`src/rtl/aib_align_pkg.sv`:
```
// Shared definitions for the AIB receive word aligner.
// Marker positions, payload geometry and the aligner FSM state type.
package aib_align_pkg;

  localparam int RAW_W   = 80;
  localparam int HALF_W  = 40;
  localparam int PAY_W   = 78;
  localparam int MARK_HI = 79;
  localparam int MARK_LO = 39;

  localparam logic MARK_HI_VAL = 1'b1;
  localparam logic MARK_LO_VAL = 1'b0;

  typedef enum logic [1:0] {
    ST_SEARCH,
    ST_VERIFY,
    ST_LOCKED
  } align_state_t;

  function automatic logic marker_ok(
    input logic [RAW_W-1:0] w
  );
    return (w[MARK_HI] == MARK_HI_VAL)
        && (w[MARK_LO] == MARK_LO_VAL);
  endfunction

  function automatic logic [PAY_W-1:0] strip(
    input logic [RAW_W-1:0] w
  );
    return {w[MARK_HI-1:MARK_LO+1],
            w[MARK_LO-1:0]};
  endfunction

endpackage

```
`src/rtl/aib_rx_sync_fifo.sv`:
```
// Synchronous FIFO with a registered read port.
// A word written at one edge becomes visible at the following edge.
module aib_rx_sync_fifo #(
  parameter int WIDTH = 78,
  parameter int DEPTH = 4
) (
  input  logic             clk,
  input  logic             rst,
  input  logic             push,
  input  logic [WIDTH-1:0] wr_data,
  input  logic             pop,
  output logic [WIDTH-1:0] rd_data,
  output logic             rd_valid,
  output logic             full,
  output logic             empty
);

  localparam int AW = $clog2(DEPTH);
  localparam int CW = $clog2(DEPTH + 1);

  logic [WIDTH-1:0] mem [DEPTH];
  logic [AW-1:0]    wr_ptr;
  logic [AW-1:0]    rd_ptr;
  logic [AW-1:0]    rd_ptr_n;
  logic [CW-1:0]    count;
  logic [CW-1:0]    remain;
  logic             pop_ok;
  logic             push_ok;

  assign full    = (count == CW'(DEPTH));
  assign empty   = (count == '0);
  assign pop_ok  = pop & rd_valid;
  assign push_ok = push & (~full | pop_ok);

  assign rd_ptr_n = rd_ptr + AW'(pop_ok);
  assign remain   = count - CW'(pop_ok);

  // Storage write; the array itself needs no reset.
  always_ff @(posedge clk) begin
    if (push_ok) begin
      mem[wr_ptr] <= wr_data;
    end
  end

  // Pointers, occupancy and the registered head word.
  // The head is taken from entries that existed before this edge,
  // so a freshly written word never bypasses to the output.
  always_ff @(posedge clk) begin
    if (rst) begin
      wr_ptr   <= '0;
      rd_ptr   <= '0;
      count    <= '0;
      rd_valid <= 1'b0;
      rd_data  <= '0;
    end else begin
      if (push_ok) begin
        wr_ptr <= wr_ptr + AW'(1);
      end
      rd_ptr   <= rd_ptr_n;
      count    <= count + CW'(push_ok) - CW'(pop_ok);
      rd_valid <= (remain != '0);
      rd_data  <= (remain != '0) ? mem[rd_ptr_n] : '0;
    end
  end

endmodule

```
`src/rtl/aib_rx_word_aligner.sv`:
```
// AIB receive word aligner: finds the 40-bit slip via marker bits,
// locks after repeated good markers and buffers stripped payloads.
module aib_rx_word_aligner
  import aib_align_pkg::*;
#(
  parameter int LOCK_CNT   = 8,
  parameter int UNLOCK_CNT = 4,
  parameter int FIFO_DEPTH = 4
) (
  input  logic         clk,
  input  logic         rst,
  input  logic [79:0]  rx_data,
  input  logic         rx_en,
  input  logic         align_en,
  output logic [77:0]  out_data,
  output logic         out_valid,
  input  logic         out_ready,
  output logic         locked,
  output logic [15:0]  align_err_cnt,
  output logic         fifo_ovf
);

  localparam int GW = $clog2(LOCK_CNT + 1);
  localparam int BW = $clog2(UNLOCK_CNT + 1);

  align_state_t     state_q, state_d;
  logic             offset_q, offset_d;
  logic [GW-1:0]    good_q, good_d;
  logic [BW-1:0]    bad_q, bad_d;
  logic [15:0]      err_q, err_d;
  logic [RAW_W-1:0] prev_q;
  logic             ovf_q;
  logic [RAW_W-1:0] cand;
  logic             cand_good;
  logic             push;
  logic             fifo_pop;
  logic             fifo_full;
  logic             fifo_empty;
  logic             drop;

  assign cand = offset_q
    ? {rx_data[HALF_W-1:0], prev_q[RAW_W-1:HALF_W]}
    : rx_data;
  assign cand_good = marker_ok(cand);

  // Next-state, counter and push decisions for the alignment FSM.
  always_comb begin
    state_d  = state_q;
    offset_d = offset_q;
    good_d   = good_q;
    bad_d    = bad_q;
    err_d    = err_q;
    push     = 1'b0;
    if (!align_en) begin
      state_d = ST_SEARCH;
      good_d  = '0;
      bad_d   = '0;
    end else if (rx_en) begin
      unique case (state_q)
        ST_SEARCH: begin
          if (cand_good) begin
            if (LOCK_CNT <= 1) begin
              state_d = ST_LOCKED;
              good_d  = '0;
            end else begin
              state_d = ST_VERIFY;
              good_d  = GW'(1);
            end
          end else begin
            offset_d = ~offset_q;
          end
        end
        ST_VERIFY: begin
          if (!cand_good) begin
            state_d  = ST_SEARCH;
            offset_d = ~offset_q;
            good_d   = '0;
          end else if (good_q == GW'(LOCK_CNT - 1)) begin
            state_d = ST_LOCKED;
            good_d  = '0;
          end else begin
            good_d = good_q + GW'(1);
          end
        end
        ST_LOCKED: begin
          push = 1'b1;
          if (cand_good) begin
            bad_d = '0;
          end else begin
            if (err_q != 16'hFFFF) begin
              err_d = err_q + 16'd1;
            end
            if (bad_q == BW'(UNLOCK_CNT - 1)) begin
              state_d = ST_SEARCH;
              bad_d   = '0;
            end else begin
              bad_d = bad_q + BW'(1);
            end
          end
        end
        default: begin
          state_d = ST_SEARCH;
        end
      endcase
    end
  end

  // FSM and counter registers.
  always_ff @(posedge clk) begin
    if (rst) begin
      state_q  <= ST_SEARCH;
      offset_q <= 1'b0;
      good_q   <= '0;
      bad_q    <= '0;
      err_q    <= '0;
    end else begin
      state_q  <= state_d;
      offset_q <= offset_d;
      good_q   <= good_d;
      bad_q    <= bad_d;
      err_q    <= err_d;
    end
  end

  assign fifo_pop = out_ready & ~fifo_empty;
  assign drop     = push & fifo_full & ~(fifo_pop & out_valid);

  // Previous raw word for the slipped candidate, and sticky overflow.
  always_ff @(posedge clk) begin
    if (rst) begin
      prev_q <= '0;
      ovf_q  <= 1'b0;
    end else begin
      if (rx_en) begin
        prev_q <= rx_data;
      end
      if (drop) begin
        ovf_q <= 1'b1;
      end
    end
  end

  aib_rx_sync_fifo #(
    .WIDTH (PAY_W),
    .DEPTH (FIFO_DEPTH)
  ) u_fifo (
    .clk      (clk),
    .rst      (rst),
    .push     (push),
    .wr_data  (strip(cand)),
    .pop      (fifo_pop),
    .rd_data  (out_data),
    .rd_valid (out_valid),
    .full     (fifo_full),
    .empty    (fifo_empty)
  );

  assign locked        = (state_q == ST_LOCKED);
  assign align_err_cnt = err_q;
  assign fifo_ovf      = ovf_q;

endmodule
```
`config.mk`:
```
export PLATFORM = sky130hd
export DESIGN_NAME = aib_rx_word_aligner
export DESIGN_NICKNAME = d
export VERILOG_FILES = /design/src/rtl/aib_align_pkg.sv /design/src/rtl/aib_rx_sync_fifo.sv /design/src/rtl/aib_rx_word_aligner.sv
export SDC_FILE = /design/constraint.sdc
export NUM_CORES = 1
export LEC_CHECK = 0
export BUFFER_PORTS_ARGS = -buffer_cell sky130_fd_sc_hd__buf_4
export CAP_MARGIN = 10
export CORE_ASPECT_RATIO = 2
export CORE_MARGIN = 1.5
export CORE_UTILIZATION = 45
export CTS_CLUSTER_DIAMETER = 120
export DETAILED_ROUTE_END_ITERATION = 16
export PLACE_DENSITY = 0.7
export SLEW_MARGIN = 20
export SYNTH_ARGS = -nofsm -noshare
export SYNTH_HDL_FRONTEND = slang
export SYNTH_SLANG_ARGS = --single-unit
```
`constraint.sdc`:
```
create_clock -name clk -period 5.68 [get_ports clk]
set_input_delay 0.284 -clock clk [delete_from_list [all_inputs] [get_ports clk]]
set_output_delay 0.284 -clock clk [all_outputs]
set_load 0.02 [all_outputs]
```
Yosys cells after proc, flatten, opt, wreduce, memory -nomap -nowiden
Memories as Yosys holds them, arrays and structs flattened. A register that Yosys moved wholly into a read port is not among the register bits.
Cells that the tools add are included.
{"block": "classes", "addsub": 8, "eq_ne": 10, "mux": 18, "bitwise": 14, "n_reduce_logical": 13}
{"cell": "80-bit 2-to-1 mux", "count": 1}
{"cell": "16-bit by 1-bit adder with 16-bit output, second input constant", "count": 1}
{"cell": "16-bit != test, second input constant", "count": 1}
{"cell": "4-bit 2-to-1 mux", "count": 3}
{"cell": "2-bit 2-to-1 mux", "count": 5}
{"cell": "5-bit AND reduction", "count": 2}
{"cell": "1-bit NOT", "count": 8}
{"cell": "4-bit case mux with 2 select lines", "count": 1}
{"cell": "3-bit 2-to-1 mux", "count": 2}
{"cell": "2-bit case mux with 3 select lines", "count": 1}
{"cell": "2-bit OR reduction", "count": 3}
{"cell": "3-bit by 1-bit subtractor with 3-bit output", "count": 2}
{"cell": "1-bit AND", "count": 5}
{"cell": "1-bit 2-to-1 mux", "count": 5}
{"cell": "4-bit by 1-bit adder with 4-bit output, second input constant", "count": 1}
{"cell": "4-bit by 3-bit equality test with 1-bit output, second input constant", "count": 1}
{"cell": "2-bit != test, second input constant", "count": 2}
{"cell": "4-bit AND reduction", "count": 1}
{"cell": "3-bit by 1-bit adder with 3-bit output", "count": 1}
{"cell": "3-bit by 1-bit adder with 3-bit output, second input constant", "count": 1}
{"cell": "3-bit by 2-bit equality test with 1-bit output, second input constant", "count": 1}
{"cell": "3-bit equality test, second input constant", "count": 1}
{"cell": "3-bit logical NOT", "count": 1}
{"cell": "3-bit != test, second input constant", "count": 1}
{"cell": "12 further kinds", "count": 12}
{"block": "totals", "ff_bits": 115, "ram_bits": 312, "input_bits": 85, "out_inout_bits": 97, "elab_cells": 75, "n_memories": 1}
{"memory": "u_fifo.mem", "depth": 4, "word_bits": 78, "rd": 1, "rd_ports_with_merged_regs": 1, "wr": 1, "line": "aib_rx_sync_fifo.sv:21", "text": "logic [WIDTH-1:0] mem [DEPTH];"}

Depth between registers and ports, before layout
{"block": "logic_depth", "ltp_word": 8, "depth_mapped": 10}

Hierarchy
Synthesis repeated with hierarchy kept, for this count alone.
{"block": "unflattened", "hier_cells": 1021, "area_unflattened_um2": 17615.6}
{"mod": "aib_rx_sync_fifo", "n_inst": 1, "cells_each": 628, "area_per_inst_um2": 13833.3}
{"mod": "aib_rx_word_aligner", "n_inst": 1, "cells_each": 393, "area_per_inst_um2": 3782.4}

Least setup slack after synthesis
OpenSTA, ideal clock, no wires.
{"block": "synth_path", "path_type": "register to register", "from": "reg state_q[1]", "to": "mem u_fifo.mem[0][0], enable pin", "setup_time_ns": 0.445, "arrival_time_ns": 2.855, "required_time_ns": 5.235, "slack_ns": 2.380, "stages_incl_launch_ff": 4, "synth_period_minus_slack_ns": 3.300, "path_cell_list": "dfxtp_1 and4b_1 a21boi_2 and2_1"}
{"block": "synth_between", "elab_chain_len": 7}
{"element": "from (decl)", "line": "aib_rx_word_aligner.sv:26", "text": "align_state_t state_q, state_d;"}
{"element": "from (signal assigned)", "line": "aib_rx_word_aligner.sv:117", "text": "state_q <= state_d;"}
{"element": "2-bit equality test", "line": "aib_rx_word_aligner.sv:59", "text": "unique case (state_q)"}
{"element": "1-bit 2-to-1 mux", "line": "aib_rx_word_aligner.sv:59"}
{"element": "1-bit 2-to-1 mux", "line": "aib_rx_word_aligner.sv:58", "text": "end else if (rx_en) begin"}
{"element": "1-bit 2-to-1 mux", "line": "aib_rx_word_aligner.sv:54", "text": "if (!align_en) begin"}
{"element": "1-bit AND", "line": "aib_rx_sync_fifo.sv:33", "text": "assign push_ok = push & (~full | pop_ok);"}
{"element": "named net u_fifo.push_ok", "line": "aib_rx_sync_fifo.sv:28", "text": "logic push_ok;"}
{"element": "1-bit 2-to-1 mux", "line": "aib_rx_sync_fifo.sv:40", "text": "if (push_ok) begin"}
{"element": "1-bit 2-to-1 mux (not written as such)", "line": "aib_rx_sync_fifo.sv:41", "text": "mem[wr_ptr] <= wr_data;"}
{"element": "to (decl)", "line": "aib_rx_sync_fifo.sv:21"}
The timed path passes the listed nets, and every way through them passes these cells.

Worst setup path after layout
{"block": "layout_path", "from": "reg u_fifo.count[2]", "to": "reg u_fifo.rd_data[35], read port of u_fifo.mem"}
{"element": "from (decl)", "line": "aib_rx_sync_fifo.sv:25", "text": "logic [CW-1:0] count;"}
{"element": "from (signal assigned)", "line": "aib_rx_sync_fifo.sv:60", "text": "count <= count + CW'(push_ok) - CW'(pop_ok);"}
{"element": "3-bit logical NOT", "line": "aib_rx_sync_fifo.sv:31", "text": "assign empty = (count == '0);"}
{"element": "1-bit NOT", "line": "aib_rx_word_aligner.sv:125", "text": "assign fifo_pop = out_ready & ~fifo_empty;"}
{"element": "1-bit AND", "line": "aib_rx_word_aligner.sv:125"}
{"element": "1-bit AND", "line": "aib_rx_sync_fifo.sv:32", "text": "assign pop_ok = pop & rd_valid;"}
{"element": "2-bit by 1-bit adder with 2-bit output", "line": "aib_rx_sync_fifo.sv:35", "text": "assign rd_ptr_n = rd_ptr + AW'(pop_ok);"}
{"element": "named net u_fifo.rd_ptr_n[0]", "line": "aib_rx_sync_fifo.sv:24", "text": "logic [AW-1:0] rd_ptr_n;"}
{"element": "to (decl)", "line": "aib_rx_sync_fifo.sv:12", "text": "output logic [WIDTH-1:0] rd_data,"}
The timed path passes the listed nets, and every way through them passes these cells.
A chain may end at the register's enable or synchronous reset.

==> metrics.txt <==
WP data required=6.09 ns; Core Box Area=38540 um2; pre-CTS setup slack=2.204 ns; CTS Sinks=465; layout cells sized above 1=34.72%; final WL=36590 um; initial DRC count=546; IO Count=182; Finished Cell Area=21280 um2; sequential area share after synthesis=70.83%; Crit Path Class=reg2reg; worst ir drop on vdd=0.1751 mV; Yosys reg bits=465; Min-Delay Path Class=in2reg; DP Area=19470 um2; Slew headroom=33.86%; endpoint of the worst-slack reg-to-reg timing path=u_fifo.rd_data[35]; Synth cell types=54; Final Util=55.21%; worst hold endpoint=prev_q[57]; setup slack, reg-to-reg=2.57 ns; CP endpoint kind=flop; Post-synth EDFFs=312; CTS tree=done; H-tree levels=2; Buf/Inv on CP=1; Yosys top cell area share=53.38%; # diodes=0; hold depth=3; crit path max fanout=48; max_cap viols=0; die area=40270 um2; Synth async-reset ratio=0%; crit share post-route=54.81%; Main synth FF type=edfxtp_1; area growth from synthesis to layout=21.25%; Worst Clk Skew=0.01729 ns; clk root buf=clkbuf_16; status=finished, final reports clean; Fmax=321.2 MHz; GPL Wtd Cong=0.7857; Post-Syn Instances=1006; Slowest-stage cell, CP=ha_4; # port buffers=181; Via density=5.221; first-pass GRT wire length=54940 um; crit path DAT=3.52 ns; fin crit period=3.113 ns; most frequent cells in the layout=edfxtp_1 (312), buf_4 (193), dfxtp_1 (152); pin count of the biggest net entering global routing=70; Final setup viols=0; DR vias=9256; Ys Warns=0; min-delay src=rx_data[57]; total CTS buffers=40; startpoint types=flop; fillers=3118; Placement Rows=102; Worst-Margin Slew=0.9921 ns; Max clock buf depth=3; global route total overflow=0; CTS clock-pin slew for the worst setup and hold paths=0.06 ns; Clk Latency, worst-skew pair=0.55 ns; Top delay family on crit path=adder cells; ranking of synthesized cells by area=edfxtp_1 (53%), dfxtp_1 (17%), mux4_2 (10%); drt wl/cell=20.64 um; final setup margin=2.567 ns; Die H=282.3 um; vias in the first global route=9709; unrepaired setup endpoints after global routing=no; worst reg2reg path startpoint=u_fifo.count[2]; Initial Utilization=45.54%; Residual DRC=0; DIE WIDTH=142.6 um; Detailed Routing Iterations Pass 1=5; commonest non-fill, non-tap cell in the layout=edfxtp_1; setup TNS after final layout=0 ns; post-route ant nets=0; Yosys top cell by area=edfxtp_1; max-slew violation count=0; Power per Cell Area=326.0 nW/um2; DP HPWL=23110 um; CP Cell Sequence=o311a_1, ha_4, buf_4, mux4_2, nor2b_1; final hold violations=0; Mapped Area=17550 um2; Post-CTS Resized=0; final net count=1321; Static Leak=7.412 nW; syn avg cell area=17.45 um2; WHS=0.03308 ns; FF-to-FF path depth=5; Largest stage delay, worst path=0.94 ns; post-synth net total=1104; initial antenna violation count=0; Global Route Usage Sum=18.36%
## layer usage
layer / global-route usage [%] / routed length, um / vias up
met5: 0 / 0 / -
met4: 8.168 / 1474 / 0
met1: 19.95 / 13410 / 4696
met2: 34.62 / 20330 / 208
met3: 2.929 / 1377 / 68
li1: - / - / 4284
## cells by family after synthesis
group | count (synthesis) | synth area share (%)
AND/OR/NAND/NOR | 206 | 6.766
multiplexers | 202 | 17.67
XOR/XNOR | 6 | 0.2995
AO/OA/AOI/OAI | 49 | 1.882
adder cells (fa/ha/maj) | 13 | 0.9695
flip-flops | 465 | 70.83
buffers and inverters | 65 | 1.583
## worst max-delay path by stage
stage / from / end / slack, ns / depth (start not counted)
6_report: u_fifo.count[2] / u_fifo.rd_data[35] / 2.57 / 5
5_1_grt: u_fifo.count[2] / u_fifo.rd_data[52] / 2.31 / 5
3_5_place_dp: rx_en / u_fifo.mem[0][26] / 2.20 / 5
4_1_cts: u_fifo.count[2] / u_fifo.rd_data[53] / 2.48 / 5
2_1_floorplan: state_q[1] / u_fifo.mem[0][0] / 2.38 / 3
3_3_place_gp: rx_en / u_fifo.mem[1][67] / 2.23 / 5
## power by group
part / switching, mW / internal (mW)
clock network: 1.20 / 1.79
registers: 0.0175 / 3.65
logic: 0.139 / 0.132
## metrics by stage
step / cells / power, mW
after CTS: 1773 / 7.007
after floorplan: 1006 / 3.884
after detailed placement: 1665 / 3.999
after global placement: 1665 / 3.989
after global routing: 1773 / 7.151
final: 1773 / 6.937
## worst min-delay path, stage by stage
cell and delay, ns:
buf_4 0.11, mux2i_1 0.07, nor2_1 0.08
## synthesized netlist by cell type, types with 3 or more instances
library cell,instances
a211oi_1,3
a21oi_1,19
and2_1,4
buf_1,12
buf_2,18
clkbuf_1,22
dfxtp_1,153
edfxtp_1,312
ha_1,12
inv_1,11
mux2_2,82
mux2i_1,42
mux4_2,78
nand2_1,11
nand3_1,9
nand4_1,7
nor2_1,50
nor2b_1,88
nor4_1,3
o21ai_0,3
o31ai_1,12
or4_1,14
xnor2_1,3
xor2_1,3
## sequential cells by signal, indices dropped and copies added (netlist names), 3 cells and up
register	flops
align_err_cnt	16
bad_q	3
good_q	4
prev_q	40
u_fifo.count	3
u_fifo.mem	312
u_fifo.rd_data	78
## final cells by class
type                    count  area, um2  area share [%]
inverters                  11      41.29          0.1940
clock inverters            22      352.8           1.658
multi-input cells         476       4891           22.98
clock buffers              50       1100           5.168
flip-flops and latches    465      12440           58.44
repair buffers            229       1809           8.502
well taps                 520      650.6           3.057
## timing repair
item                       in CTS  in global routing
hold endpoints to repair       36                  0
setup endpoints to repair       0                  0
buffers inserted                0                  0
hold buffers                   36                  0
Power figures use the tool's default switching activity.
